File: src/rtl/clock_pkg.sv
// Shared types and helpers for the digital clock core and its display scanner.
package clock_pkg;

  // Time-set state machine states.
  typedef enum logic [1:0] {
    RUN      = 2'd0,
    SET_HOUR = 2'd1,
    SET_MIN  = 2'd2
  } state_t;

  // All segments off.
  localparam logic [6:0] BLANK = 7'h00;

  // Digit code the scanner renders as BLANK (any code >= 10 does).
  localparam logic [3:0] BLANK_CODE = 4'hF;

  // Bits needed for a counter running 0..n-1 (at least one bit).
  function automatic int unsigned cnt_width(input int unsigned n);
    return (n < 2) ? 1 : $clog2(n);
  endfunction

  // BCD digit to active-high segments, bit 0 = a ... bit 6 = g.
  function automatic logic [6:0] bcd_to_seg(input logic [3:0] bcd);
    case (bcd)
      4'd0:    return 7'b0111111;
      4'd1:    return 7'b0000110;
      4'd2:    return 7'b1011011;
      4'd3:    return 7'b1001111;
      4'd4:    return 7'b1100110;
      4'd5:    return 7'b1101101;
      4'd6:    return 7'b1111101;
      4'd7:    return 7'b0000111;
      4'd8:    return 7'b1111111;
      4'd9:    return 7'b1101111;
      default: return BLANK;
    endcase
  endfunction

endpackage

File: src/rtl/digital_clock_core_seg_scan.sv
// Multiplexed 7-segment scanner: dwell counter, digit index, one-hot anode
// and segment outputs, all registered together so seg and an never disagree.
module seg_scan
  import clock_pkg::*;
#(
  parameter int unsigned NUM_DIGITS = 6,
  parameter int unsigned DWELL      = 1
) (
  input  logic                       clk,
  input  logic                       rst,
  input  logic [NUM_DIGITS-1:0][3:0] digits,
  input  logic                       pm_in,
  output logic [6:0]                 seg,
  output logic [NUM_DIGITS-1:0]      an,
  output logic                       pm
);

  localparam int unsigned DW = cnt_width(DWELL);
  localparam int unsigned IW = cnt_width(NUM_DIGITS);
  localparam logic [DW-1:0] DWELL_LAST = DW'(DWELL - 1);
  localparam logic [IW-1:0] IDX_LAST   = IW'(NUM_DIGITS - 1);

  logic [DW-1:0] dwell_cnt;
  logic [IW-1:0] idx;

  // Advance the digit index once every DWELL cycles, wrapping at the last digit.
  always_ff @(posedge clk or negedge rst) begin
    // NOTE: state is assigned with <= so every register samples pre-edge values.
    if (!rst) begin
      dwell_cnt <= '0;
      idx       <= '0;
    end else if (dwell_cnt == DWELL_LAST) begin
      dwell_cnt <= '0;
      idx       <= (idx == IDX_LAST) ? '0 : idx + IW'(1);
    end else begin
      dwell_cnt <= dwell_cnt + DW'(1);
    end
  end

  // Register segments, anode and pm from the current index in one stage.
  always_ff @(posedge clk or negedge rst) begin
    if (!rst) begin
      seg <= BLANK;
      an  <= '0;
      pm  <= 1'b0;
    end else begin
      seg <= bcd_to_seg(digits[idx]);
      an  <= NUM_DIGITS'(1) << idx;
      pm  <= pm_in;
    end
  end

endmodule

File: src/rtl/digital_clock_core.sv
// HH:MM(:SS) clock: second tick, BCD time chain, time-set FSM with blinking
// edit field, 12/24-hour display mapping, feeding the segment scanner.
module digital_clock_core
  import clock_pkg::*;
#(
  parameter int unsigned CLK_HZ     = 100_000_000,
  parameter int unsigned REFRESH_HZ = 1000,
  parameter int unsigned BLINK_HZ   = 2,
  parameter int unsigned NUM_DIGITS = 6
) (
  input  logic                  clk,
  input  logic                  rst,
  input  logic                  mode_btn,
  input  logic                  inc_btn,
  input  logic                  fmt_12h,
  output logic [6:0]            seg,
  output logic [NUM_DIGITS-1:0] an,
  output logic                  pm,
  output logic                  sec_tick
);

  localparam int unsigned DWELL      = CLK_HZ / (REFRESH_HZ * NUM_DIGITS);
  localparam int unsigned BLINK_HALF = CLK_HZ / (2 * BLINK_HZ);
  localparam int unsigned TW = cnt_width(CLK_HZ);
  localparam int unsigned BW = cnt_width(BLINK_HALF);
  localparam logic [TW-1:0] TICK_LAST  = TW'(CLK_HZ - 1);
  localparam logic [BW-1:0] BLINK_LAST = BW'(BLINK_HALF - 1);

  state_t        state, state_next;
  logic [TW-1:0] tick_cnt;
  logic [BW-1:0] blink_cnt;
  logic          blink_phase;
  logic [3:0]    s_hi, s_lo, m_hi, m_lo, h_hi, h_lo;

  logic          tick_evt, inc_evt;
  logic [3:0]    s_hi_inc, s_lo_inc, m_hi_inc, m_lo_inc, h_hi_inc, h_lo_inc;
  logic          s_wrap, m_wrap;
  logic [3:0]    dh_hi, dh_lo;
  logic          is_pm;
  logic          hour_blank, min_blank;
  logic [3:0]    c_h_hi, c_h_lo, c_m_hi, c_m_lo;
  logic [NUM_DIGITS-1:0][3:0] digits;

  // A second elapses only while running; mode beats inc in the same cycle.
  assign tick_evt = (state == RUN) && (tick_cnt == TICK_LAST);
  assign inc_evt  = inc_btn && !mode_btn && (state != RUN);
  assign sec_tick = tick_evt;

  // Next-state logic: mode_btn steps RUN -> SET_HOUR -> SET_MIN -> RUN.
  always_comb begin
    // NOTE: every output of a combinational block gets a default first, so no latch is inferred.
    state_next = state;
    if (mode_btn) begin
      case (state)
        RUN:      state_next = SET_HOUR;
        SET_HOUR: state_next = SET_MIN;
        default:  state_next = RUN;
      endcase
    end
  end

  // State register.
  always_ff @(posedge clk or negedge rst) begin
    if (!rst) state <= RUN;
    else      state <= state_next;
  end

  // Second counter: counts in RUN, held at zero in (and on leaving) the set states.
  always_ff @(posedge clk or negedge rst) begin
    if (!rst) begin
      tick_cnt <= '0;
    end else if (state != RUN || state_next != RUN) begin
      tick_cnt <= '0;
    end else if (tick_cnt == TICK_LAST) begin
      tick_cnt <= '0;
    end else begin
      tick_cnt <= tick_cnt + TW'(1);
    end
  end

  // BCD successors of seconds, minutes and hours, with wrap flags for the carry chain.
  always_comb begin
    s_lo_inc = s_lo + 4'd1;
    s_hi_inc = s_hi;
    s_wrap   = 1'b0;
    if (s_lo == 4'd9) begin
      s_lo_inc = 4'd0;
      if (s_hi == 4'd5) begin
        s_hi_inc = 4'd0;
        s_wrap   = 1'b1;
      end else begin
        s_hi_inc = s_hi + 4'd1;
      end
    end

    m_lo_inc = m_lo + 4'd1;
    m_hi_inc = m_hi;
    m_wrap   = 1'b0;
    if (m_lo == 4'd9) begin
      m_lo_inc = 4'd0;
      if (m_hi == 4'd5) begin
        m_hi_inc = 4'd0;
        m_wrap   = 1'b1;
      end else begin
        m_hi_inc = m_hi + 4'd1;
      end
    end

    h_hi_inc = h_hi;
    h_lo_inc = h_lo + 4'd1;
    if (h_hi == 4'd2 && h_lo == 4'd3) begin
      h_hi_inc = 4'd0;
      h_lo_inc = 4'd0;
    end else if (h_lo == 4'd9) begin
      h_hi_inc = h_hi + 4'd1;
      h_lo_inc = 4'd0;
    end
  end

  // Time registers: clear seconds on leaving SET_MIN, advance on tick, or apply a set increment.
  always_ff @(posedge clk or negedge rst) begin
    if (!rst) begin
      s_hi <= 4'd0; s_lo <= 4'd0;
      m_hi <= 4'd0; m_lo <= 4'd0;
      h_hi <= 4'd0; h_lo <= 4'd0;
    end else if (mode_btn && state == SET_MIN) begin
      s_hi <= 4'd0;
      s_lo <= 4'd0;
    end else if (tick_evt) begin
      s_hi <= s_hi_inc;
      s_lo <= s_lo_inc;
      if (s_wrap) begin
        m_hi <= m_hi_inc;
        m_lo <= m_lo_inc;
        if (m_wrap) begin
          h_hi <= h_hi_inc;
          h_lo <= h_lo_inc;
        end
      end
    end else if (inc_evt && state == SET_HOUR) begin
      h_hi <= h_hi_inc;
      h_lo <= h_lo_inc;
    end else if (inc_evt && state == SET_MIN) begin
      m_hi <= m_hi_inc;
      m_lo <= m_lo_inc;
    end
  end

  // Free-running blink phase; an accepted increment restarts it in the visible half.
  always_ff @(posedge clk or negedge rst) begin
    if (!rst) begin
      blink_cnt   <= '0;
      blink_phase <= 1'b0;
    end else if (inc_evt) begin
      blink_cnt   <= '0;
      blink_phase <= 1'b0;
    end else if (blink_cnt == BLINK_LAST) begin
      blink_cnt   <= '0;
      blink_phase <= ~blink_phase;
    end else begin
      blink_cnt <= blink_cnt + BW'(1);
    end
  end

  // Map stored 24-hour time onto the displayed hour digits.
  always_comb begin
    is_pm = (h_hi == 4'd2) || (h_hi == 4'd1 && h_lo >= 4'd2);
    dh_hi = h_hi;
    dh_lo = h_lo;
    if (fmt_12h) begin
      if (h_hi == 4'd0 && h_lo == 4'd0) begin
        dh_hi = 4'd1;
        dh_lo = 4'd2;
      end else if (h_hi == 4'd1 && h_lo >= 4'd3) begin
        dh_hi = 4'd0;
        dh_lo = h_lo - 4'd2;
      end else if (h_hi == 4'd2 && h_lo <= 4'd1) begin
        dh_hi = 4'd0;
        dh_lo = h_lo + 4'd8;
      end else if (h_hi == 4'd2) begin
        dh_hi = 4'd1;
        dh_lo = h_lo - 4'd2;
      end
    end
  end

  assign hour_blank = blink_phase && (state == SET_HOUR);
  assign min_blank  = blink_phase && (state == SET_MIN);

  assign c_h_hi = (hour_blank || (fmt_12h && dh_hi == 4'd0)) ? BLANK_CODE : dh_hi;
  assign c_h_lo = hour_blank ? BLANK_CODE : dh_lo;
  assign c_m_hi = min_blank  ? BLANK_CODE : m_hi;
  assign c_m_lo = min_blank  ? BLANK_CODE : m_lo;

  // Digit order from an[0] upward; the 4-digit build keeps seconds but does not show them.
  generate
    if (NUM_DIGITS == 6) begin : g_six
      assign digits = {c_h_hi, c_h_lo, c_m_hi, c_m_lo, s_hi, s_lo};
    end else begin : g_four
      assign digits = {c_h_hi, c_h_lo, c_m_hi, c_m_lo};
    end
  endgenerate

  seg_scan #(
    .NUM_DIGITS(NUM_DIGITS),
    .DWELL     (DWELL)
  ) u_scan (
    .clk   (clk),
    .rst   (rst),
    .digits(digits),
    .pm_in (fmt_12h && is_pm),
    .seg   (seg),
    .an    (an),
    .pm    (pm)
  );

endmodule

File: config.mk
export PLATFORM = sky130hd
export DESIGN_NAME = digital_clock_core
export DESIGN_NICKNAME = d
export VERILOG_FILES = /design/src/rtl/clock_pkg.sv /design/src/rtl/digital_clock_core_seg_scan.sv /design/src/rtl/digital_clock_core.sv
export SDC_FILE = /design/constraint.sdc
export NUM_CORES = 1
export LEC_CHECK = 0
export ABC_AREA = 1
export CAP_MARGIN = 5
export CORE_MARGIN = 1
export CORE_UTILIZATION = 54
export CTS_BUF_LIST = sky130_fd_sc_hd__clkbuf_16
export CTS_CLUSTER_DIAMETER = 200
export DETAILED_ROUTE_END_ITERATION = 10
export GPL_ROUTABILITY_DRIVEN = 1
export GPL_TIMING_DRIVEN = 1
export HOLD_SLACK_MARGIN = 0.06
export PLACE_DENSITY = 0.71
export SYNTH_ARGS = -nofsm -noshare
export SYNTH_HDL_FRONTEND = slang
export SYNTH_SLANG_ARGS = --single-unit
export TNS_END_PERCENT = 20
File: constraint.sdc
create_clock -name clk -period 7.1 [get_ports clk]
set_clock_uncertainty 0.1 [all_clocks]
set_input_delay 0.71 -clock clk [delete_from_list [all_inputs] [get_ports clk]]
set_output_delay 0.71 -clock clk [all_outputs]
set_load 0.02 [all_outputs]
==> impl_metrics.ini, run 1 <==
[worst_setup_path]
rrSetupSlack_ps = 4330
startpoint_type = register
crit_chain = ha_1 -> nand3_1 -> nor2_2 -> nand3_2 -> inv_2 -> nand3_2 -> nor2_4 -> clkdlybuf4s50_1
cp.arrival_ps = 2320
critPathBufInv = 2
crit_required_ps = 6290
path_delay_family = buffers and inverters
crit_fanout = 3
endpoint_kind = output pin
cp_slowest_stage_delay_ps = 640
critPathKind = register to output pin
cp_slowest_cell = clkdlybuf4s50_1
cp_common_cell = nand3_2

[sta]
relSlewSlack = 0.517
hold_viol_final = 0
grt_setup_unrepaired = no
worstMarginPinSlew_ps = 725
period_share = 0.440
fmax_mhz = 320
setup_tns_ps = 0
finalSetupViolations = 0
fin_crit_ps = 3130
drv_slew = 0

[power]
share_comb_of_total_power = 0.236
clkPwrFrac = 0.296
powerDensity_nw_per_um2 = 227
leakagePower_nw = 3.30
sw_frac_of_total = 0.344
ir_drop_uv = 153
p_seq_frac = 0.469
p_int_mw = 1.06
total_power_mw = 1.61
switching_power_uw = 555

[placement]
dpl_cell_area_um2 = 6840
place.gp.congestion = 0.915
place_hpwl_um = 9780
port_buffers = 19

[yosys]
yosys.area.top_type = dfrtp_1
synth-edff-count = 0
ys.flop_type = dfrtp_1
yosys.cell_count.top_type = nand2_1
synth.top_cell.area_share = 0.426
async_reset_ff_frac = 1.00
ys_seq_elements = 111
synth_area_per_cell_um2 = 7.66
yosysWarnings = 0
syn_inst = 851
syn_nets = 877
netlist_area_um2 = 6520
synth_area_leaders = dfrtp_1, nand2_1, inv_1
ys_seq_area_frac = 0.426
synth.distinct_cells = 47
netlist_top_cells_count = nand2_1, inv_1, dfrtp_1

[finish]
area_delta_synth_final_pct = 9.08
multi_input_area_um2 = 3210
drive_above_1_share = 0.0901
seqCellArea_um2 = 2780
nets = 899
fillers = 1036
diodes = 0
stdcell_area_um2 = 7110
final_core_util = 0.612

[die]
die_w_um = 112
fp-row-count = 39
dieArea_um2 = 12500
coreArea_um2 = 11600
ioPinCount = 20
initial_utilization = 0.561
chipHeight_um = 112

[routing]
antenna_left = 0
wirelength_um = 13200
via_count = 5503
drtIter0Drc = 371
routedWlPerCell_um = 12.9
via_per_inst = 5.40
drc = 3
first_pass_iters = 8

[clock_tree]
ctsLongestPathBuffers = 2
holdBufCountCts = 0
cts.sinks = 111
cts_buffers = 9
cts_resized = 0
clkTransAtPathRegs_ps = 70
cts_max_level = 3
clock_latency_ps = 360
cts-root-buf = clkbuf_16
cts_tree = built
cts_setup_buffers = 0

[global_route]
grt_max_degree = 58
grt_pass1_vias = 5323
track_usage = 0.229
antenna_found_initial = 0
grt_overflow = 0
grt_pass1_wl_um = 23400

[run_status]
violations = design-rule violations
status = finished, violations left

[job]
drv_cap = 0

[worst_hold_path]
min_path_type = primary input to async pin
[cells in the final DEF, fill, tap and decap left out, types with 5 or more instances in the layout]
| master | count |
|---|---|
| clkbuf_16 | 9 |
| nor2_4 | 5 |
| inv_2 | 12 |
| o21ai_0 | 33 |
| nor3_1 | 44 |
| dfrtp_1 | 111 |
| nand2_2 | 11 |
| a21oi_1 | 34 |
| clkdlybuf4s50_1 | 18 |
| nor3b_1 | 6 |
| nand3_2 | 5 |
| xnor2_1 | 6 |
| xor2_1 | 19 |
| ha_1 | 21 |
| nor2_2 | 11 |
| nand3_1 | 61 |
| nand4_1 | 15 |
| nor4_1 | 10 |
| inv_1 | 115 |
| nand2_1 | 170 |
| nor2_1 | 105 |
| o21ai_1 | 7 |
[power by group through the flow]
stage,Clock [mW],Combinational (mW),Sequential (mW)
finish,0.477,0.380,0.756
CTS,0.491,0.382,0.756
global placement,0,0.363,0.764
global route,0.515,0.441,0.766
floorplan,0,0.303,0.748
detailed placement,0,0.379,0.767
[worst paths after layout]
kind / depth (start not counted) / end / from
hold reg to reg: 1 / tick_cnt[0] / tick_cnt[0]
hold / removal: 1 / tick_cnt[18] / rst
max in group asynchronous: 2 / u_scan.seg[1] / rst
setup / recovery: 8 / sec_tick / tick_cnt[0]
setup reg to reg: 16 / u_scan.seg[4] / h_hi[0]
min in group clk: 1 / tick_cnt[0] / tick_cnt[0]
[per-layer routing]
| metal | track usage | wire (um) | part of all wire | vias up |
|---|---|---|---|---|
| li1 | - | - | - | 2791 |
| met1 | 0.286 | 5970 | 0.45 | 2595 |
| met2 | 0.399 | 6590 | 0.50 | 101 |
| met3 | 0.0523 | 500 | 0.038 | 16 |
| met4 | 0.0568 | 133 | 0.010 | 0 |
| met5 | 0 | 0 | 0 | - |
[metrics by stage]
stage          instances  setup slack (ps)  hold slack [ps]
2_1_floorplan        851              4790              314
3_5_place_dp        1005              4110              366
5_1_grt             1020              3840              359
4_1_cts             1020              3950              329
6_report            1020              3970              293
3_3_place_gp        1005              4240              344
[sequential cells by signal, summed over array words and instances, names as in the netlist]
register	count
blink_cnt	25
blink_phase	1
h_hi	4
h_lo	4
m_hi	4
m_lo	4
s_hi	4
s_lo	4
state	2
tick_cnt	27
u_scan.an	6
u_scan.dwell_cnt	15
u_scan.idx	3
u_scan.pm	1
u_scan.seg	7
[logic make-up after synthesis]
kind of cell               count (synthesis)  share of synthesized area
DFF                                      111                      0.426
buffers and inverters                    137                     0.0820
xor gates and xnor gates                  26                     0.0361
and+or+nand+nor                          464                      0.336
AOI/OAI and AO/OA                         92                     0.0799
adders and majority gates                 21                     0.0403
[final cells by class]
| class | count | area share |
|---|---|---|
| clock buffer | 9 | 0.0317 |
| timing repair buffer | 20 | 0.0275 |
| sequential | 111 | 0.391 |
| inverter | 128 | 0.0676 |
| clock inverter | 6 | 0.00651 |
| tap | 143 | 0.0252 |
| multi-input combinational | 603 | 0.451 |
Power figures use the tool's default switching activity.
==> run 2, diff against run 1 <==
==> constraint.sdc (replaced) <==
create_clock -name clk -period 3.3 [get_ports clk]
set_clock_uncertainty 0.1 [all_clocks]
set_input_delay 0.33 -clock clk [delete_from_list [all_inputs] [get_ports clk]]
set_output_delay 0.33 -clock clk [all_outputs]
set_load 0.02 [all_outputs]
==> run 2 against run 1 <==
  * The flow still finishes with violations (design-rule violations)
  * Sequential cell count unchanged
  * Critical endpoint unchanged
  * Final cell count grew 0.29%
  * Register-to-register slack got worse by 3700 ps
  * First-iteration DRC count shrank 1.6%
  * Via count shrank 0.91%
==> impl_metrics.ini, run 2 (same netlist as run 1, synthesis figures left out) <==
[clock_tree]
cts.sinks = 111
clock_latency_ps = 350
cts_resized = 0
cts_tree = built
cts-root-buf = clkbuf_16
ctsLongestPathBuffers = 2
cts_max_level = 3
clkTransAtPathRegs_ps = 70
cts_buffers = 9

[worst_setup_path]
path_delay_family = buffers and inverters
critPathBufInv = 2
cp.arrival_ps = 2330
cp_slowest_stage_delay_ps = 650
critPathKind = register to output pin
ff2ff_path_depth = 16
cp_slowest_cell = clkdlybuf4s50_1
crit_required_ps = 2870
endpoint_kind = output pin
startpoint_type = register
cp_common_cell = nand3_2
worstSetupPathDepth = 8
crit_fanout = 3
crit_chain = ha_1 -> nand3_1 -> nor2_2 -> nand3_2 -> inv_2 -> nand3_2 -> nor2_4 -> clkdlybuf4s50_1

[finish]
final_cell_mix = nand2_1, inv_1, dfrtp_1
mostFrequentLayoutCell = nand2_1
area_delta_synth_final_pct = 9.60
nets = 901
reg_top3 = tick_cnt x27, blink_cnt x25, u_scan.dwell_cnt x15
diodes = 0
final-instance-count-excl-fill = 1023
top_register = tick_cnt
largest_reg_flops = 27
drive_above_1_share = 0.0909

[routing]
routedWlPerCell_um = 12.9
drc = 3
via_per_inst = 5.33
first_pass_iters = 11
drtIter0Drc = 365
antenna_left = 0
via_count = 5453
wirelength_um = 13200

[sta]
period_share = 0.835
worstMarginPinSlew_ps = 737
whs_ps = 359
hold_viol_final = 0
fmax_mhz = 363
finalSetupViolations = 0
fin_crit_ps = 2760
relSlewSlack = 0.509
setup_tns_ps = 0
grt_setup_unrepaired = no
drv_slew = 0
worst_slack_ps = 544

[die]
ioPinCount = 20
fp-row-count = 39
chipHeight_um = 112
dieArea_um2 = 12500
initial_utilization = 0.561
die_w_um = 112
coreArea_um2 = 11600

[global_route]
grt_max_degree = 57
antenna_found_initial = 0
grt_overflow = 0
track_usage = 0.232
grt_pass1_wl_um = 23600
grt_pass1_vias = 5334

[run_status]
violations = design-rule violations
status = finished, violations left

[worst_hold_path]
hold_depth = 1
min_path_type = register to register

[placement]
placed_cells = 1006
place.gp.congestion = 0.900
place_hpwl_um = 9740
port_buffers = 19
post-place-ws_ps = 617

[job]
drv_cap = 0

[power]
ir_drop_uv = 276
leakagePower_nw = 3.32
powerDensity_nw_per_um2 = 486
==> run 2: layout make-up <==
class,count,area (um^2)
clock buffers,9,225
fillers,1008,4470
multi-input cells,603,3210
repair buffers,22,225
flip-flops and latches,111,2780
clock inverters,7,50.0
inverters,128,480
well taps,143,179
==> run 2: per-stage QoR <==
step                      utilization  cell area, um^2  total power, mW
after floorplan                     -             6520             2.26
after global placement          0.590             6860             2.43
final                           0.615             7140             3.47
after detailed placement        0.590             6860             2.46
after CTS                       0.615             7140             3.51
after global routing            0.615             7140             3.71
==> run 2: per-layer routing <==
metal,global-route usage,wire [um],up-vias
met5,0,0,-
met4,0.0631,163,0
met3,0.0566,447,14
met1,0.293,6230,2550
met2,0.395,6400,87
li1,-,-,2802
==> run 2: timing repair <==
action / 4_1_cts / 5_1_grt
hold endpoints to repair: 55 / 0
hold buffers: 1 / 0
buffers inserted: 0 / 0
==> run 2: path summary, 6_finish.rpt <==
check	from	end	slack [ps]
max	tick_cnt[0]	sec_tick	540
min	tick_cnt[0]	tick_cnt[0]	360
max reg2reg	h_hi[0]	u_scan.seg[4]	600
min reg2reg	tick_cnt[0]	tick_cnt[0]	360
max in group asynchronous	rst	s_lo[1]	1880
min in group asynchronous	rst	tick_cnt[20]	470
==> run 2: power breakdown <==
group	leakage (nW)	switching (mW)	total (mW)	internal, mW
Sequential	1.47	0.143	1.62	1.48
Clock	0.144	0.512	1.03	0.517
Combinational	1.71	0.529	0.819	0.290
Total	3.32	1.18	3.47	2.29
==> run 3, diff against run 2 <==
==> constraint.sdc (replaced) <==
create_clock -name clk -period 2.8 [get_ports clk]
set_clock_uncertainty 0.1 [all_clocks]
set_input_delay 0.28 -clock clk [delete_from_list [all_inputs] [get_ports clk]]
set_output_delay 0.28 -clock clk [all_outputs]
set_load 0.02 [all_outputs]
==> run 3 against run 2 <==
  * The flow still finishes with violations (design-rule violations)
  * First-iteration DRC count down 13%
  * Worst setup slack worse by 270 ps
  * Total power up 20%
  * Utilization up 0.57 points
  * Clock-buffer cell count unchanged
  * Cell area up 0.93%
  * Worst hold slack worse by 100 ps
  * Sequential power up 19%
  * Critical path type is now register to register
  * Critical endpoint is now u_scan.seg[4]
==> impl_metrics.ini, run 3 (same netlist as run 1, synthesis figures left out) <==
[routing]
antenna_left = 0
drc = 3
routedWlPerCell_um = 13.0
via_count = 5486
via_per_inst = 5.34
first_pass_iters = 11
wirelength_um = 13300
drtIter0Drc = 316

[clock_tree]
cts_setup_buffers = 0
ctsLongestPathBuffers = 2
clkTransAtPathRegs_ps = 80
cts-root-buf = clkbuf_16
clock_latency_ps = 370
cts_buffers = 9
cts.sinks = 111
cts_tree = built
cts_max_level = 3

[finish]
nets = 905
final_cell_mix = nand2_1, inv_1, dfrtp_1
final-instance-count-excl-fill = 1027
mostFrequentLayoutCell = nand2_1
area_delta_synth_final_pct = 10.6
reg_top3 = tick_cnt x27, blink_cnt x25, u_scan.dwell_cnt x15
top_register = tick_cnt
diodes = 0
stdcell_area_um2 = 7210
drive_above_1_share = 0.0984
final_core_util = 0.621
largest_reg_flops = 27

[power]
clkPwrFrac = 0.302
p_int_mw = 2.71
total_power_mw = 4.15
powerDensity_nw_per_um2 = 576
switching_power_mw = 1.44
share_comb_of_total_power = 0.236
sw_frac_of_total = 0.347
ir_drop_uv = 482
p_seq_frac = 0.462
leakagePower_nw = 3.36

[sta]
hold_viol_final = 0
worstMarginPinSlew_ps = 551
fmax_mhz = 396
whs_ps = 257
setup_tns_ps = 0
grt_setup_unrepaired = yes
drv_slew = 0
worst_slack_ps = 278
relSlewSlack = 0.629
finalSetupViolations = 0
fin_crit_ps = 2520
period_share = 0.901

[worst_setup_path]
cp.arrival_ps = 2670
endpoint_kind = register
critPathKind = register to register
crit_required_ps = 2950
cp_slowest_stage_delay_ps = 470
critPathBufInv = 3
ff2ff_path_depth = 16
crit_fanout = 8
cp_slowest_cell = dfrtp_1
startpoint_type = register
worstSetupPathDepth = 16
path_delay_family = simple AND/OR/NAND/NOR gates
crit_chain = inv_1 -> ha_1 -> nand2_4 -> inv_1 -> nand2_2 -> nand3_2 -> nand2_1 -> o21ai_0 -> nand3_1 -> nand2_1 -> a21oi_4 -> inv_1 -> ha_1 -> nand3b_1 -> nand3_1 -> nand2_1

[placement]
dpl_cell_area_um2 = 6890
placed_cells = 1010
place.gp.congestion = 0.871
place_hpwl_um = 9950
port_buffers = 19
post-place-ws_ps = 178

[die]
die_w_um = 112
ioPinCount = 20
initial_utilization = 0.561
dieArea_um2 = 12500
chipHeight_um = 112
coreArea_um2 = 11600
fp-row-count = 39

[global_route]
grt_max_degree = 60
grt_pass1_wl_um = 23600
track_usage = 0.233
grt_overflow = 0
antenna_found_initial = 0
grt_pass1_vias = 5434

[run_status]
violations = design-rule violations
status = finished, violations left

[job]
drv_cap = 0

[worst_hold_path]
min_path_type = primary input to async pin
## run 3: what timing repair did
action                     in CTS  in global routing
hold buffers                    1                  0
hold endpoints to repair       24                  0
resized for setup               0                  4
setup endpoints to repair       0                  7
## run 3: path summary, 6_finish.rpt
check / from / slack, ps / end
worst max register to register: h_hi[0] / 280 / u_scan.seg[4]
min in group clk: tick_cnt[0] / 380 / tick_cnt[0]
max in group asynchronous: rst / 1660 / u_scan.dwell_cnt[2]
worst max-delay path: h_hi[0] / 280 / u_scan.seg[4]
worst min register to register: tick_cnt[0] / 380 / tick_cnt[0]
worst min-delay path: rst / 260 / blink_cnt[6]
## run 3: layout make-up
class	instances	area (um^2)
Inverter	128	480
Tap cell	143	179
Clock inverter	7	70.1
Sequential cell	111	2780
Multi-Input combinational cell	603	3220
Clock buffer	9	225
Timing Repair Buffer	26	258
Fill cell	1036	4400
## run 3: power by group through the flow
stage,Clock [mW],Combinational [mW],Sequential (mW)
2_1_floorplan,0,0.769,1.90
3_5_place_dp,0,0.979,1.95
5_1_grt,1.35,1.13,1.94
4_1_cts,1.30,0.993,1.91
3_3_place_gp,0,0.962,1.94
6_report,1.25,0.980,1.92
## run 3: routing by layer
metal,vias to the layer above,track usage,part of all wire
li1,2806,-,-
met1,2581,0.285,0.46
met2,85,0.413,0.50
met3,14,0.0490,0.035
met4,0,0.0694,0.0089
met5,-,0,0
## run 3: worst reg2reg max path, delay by kind of cell, from the launching register on
family | cells | cell delay [ps]
AO/OA/AOI/OAI | 2 | 260
buffers and inverters | 3 | 310
flip-flops | 1 | 470
adder cells (fa/ha/maj) | 2 | 450
AND/OR/NAND/NOR | 9 | 820
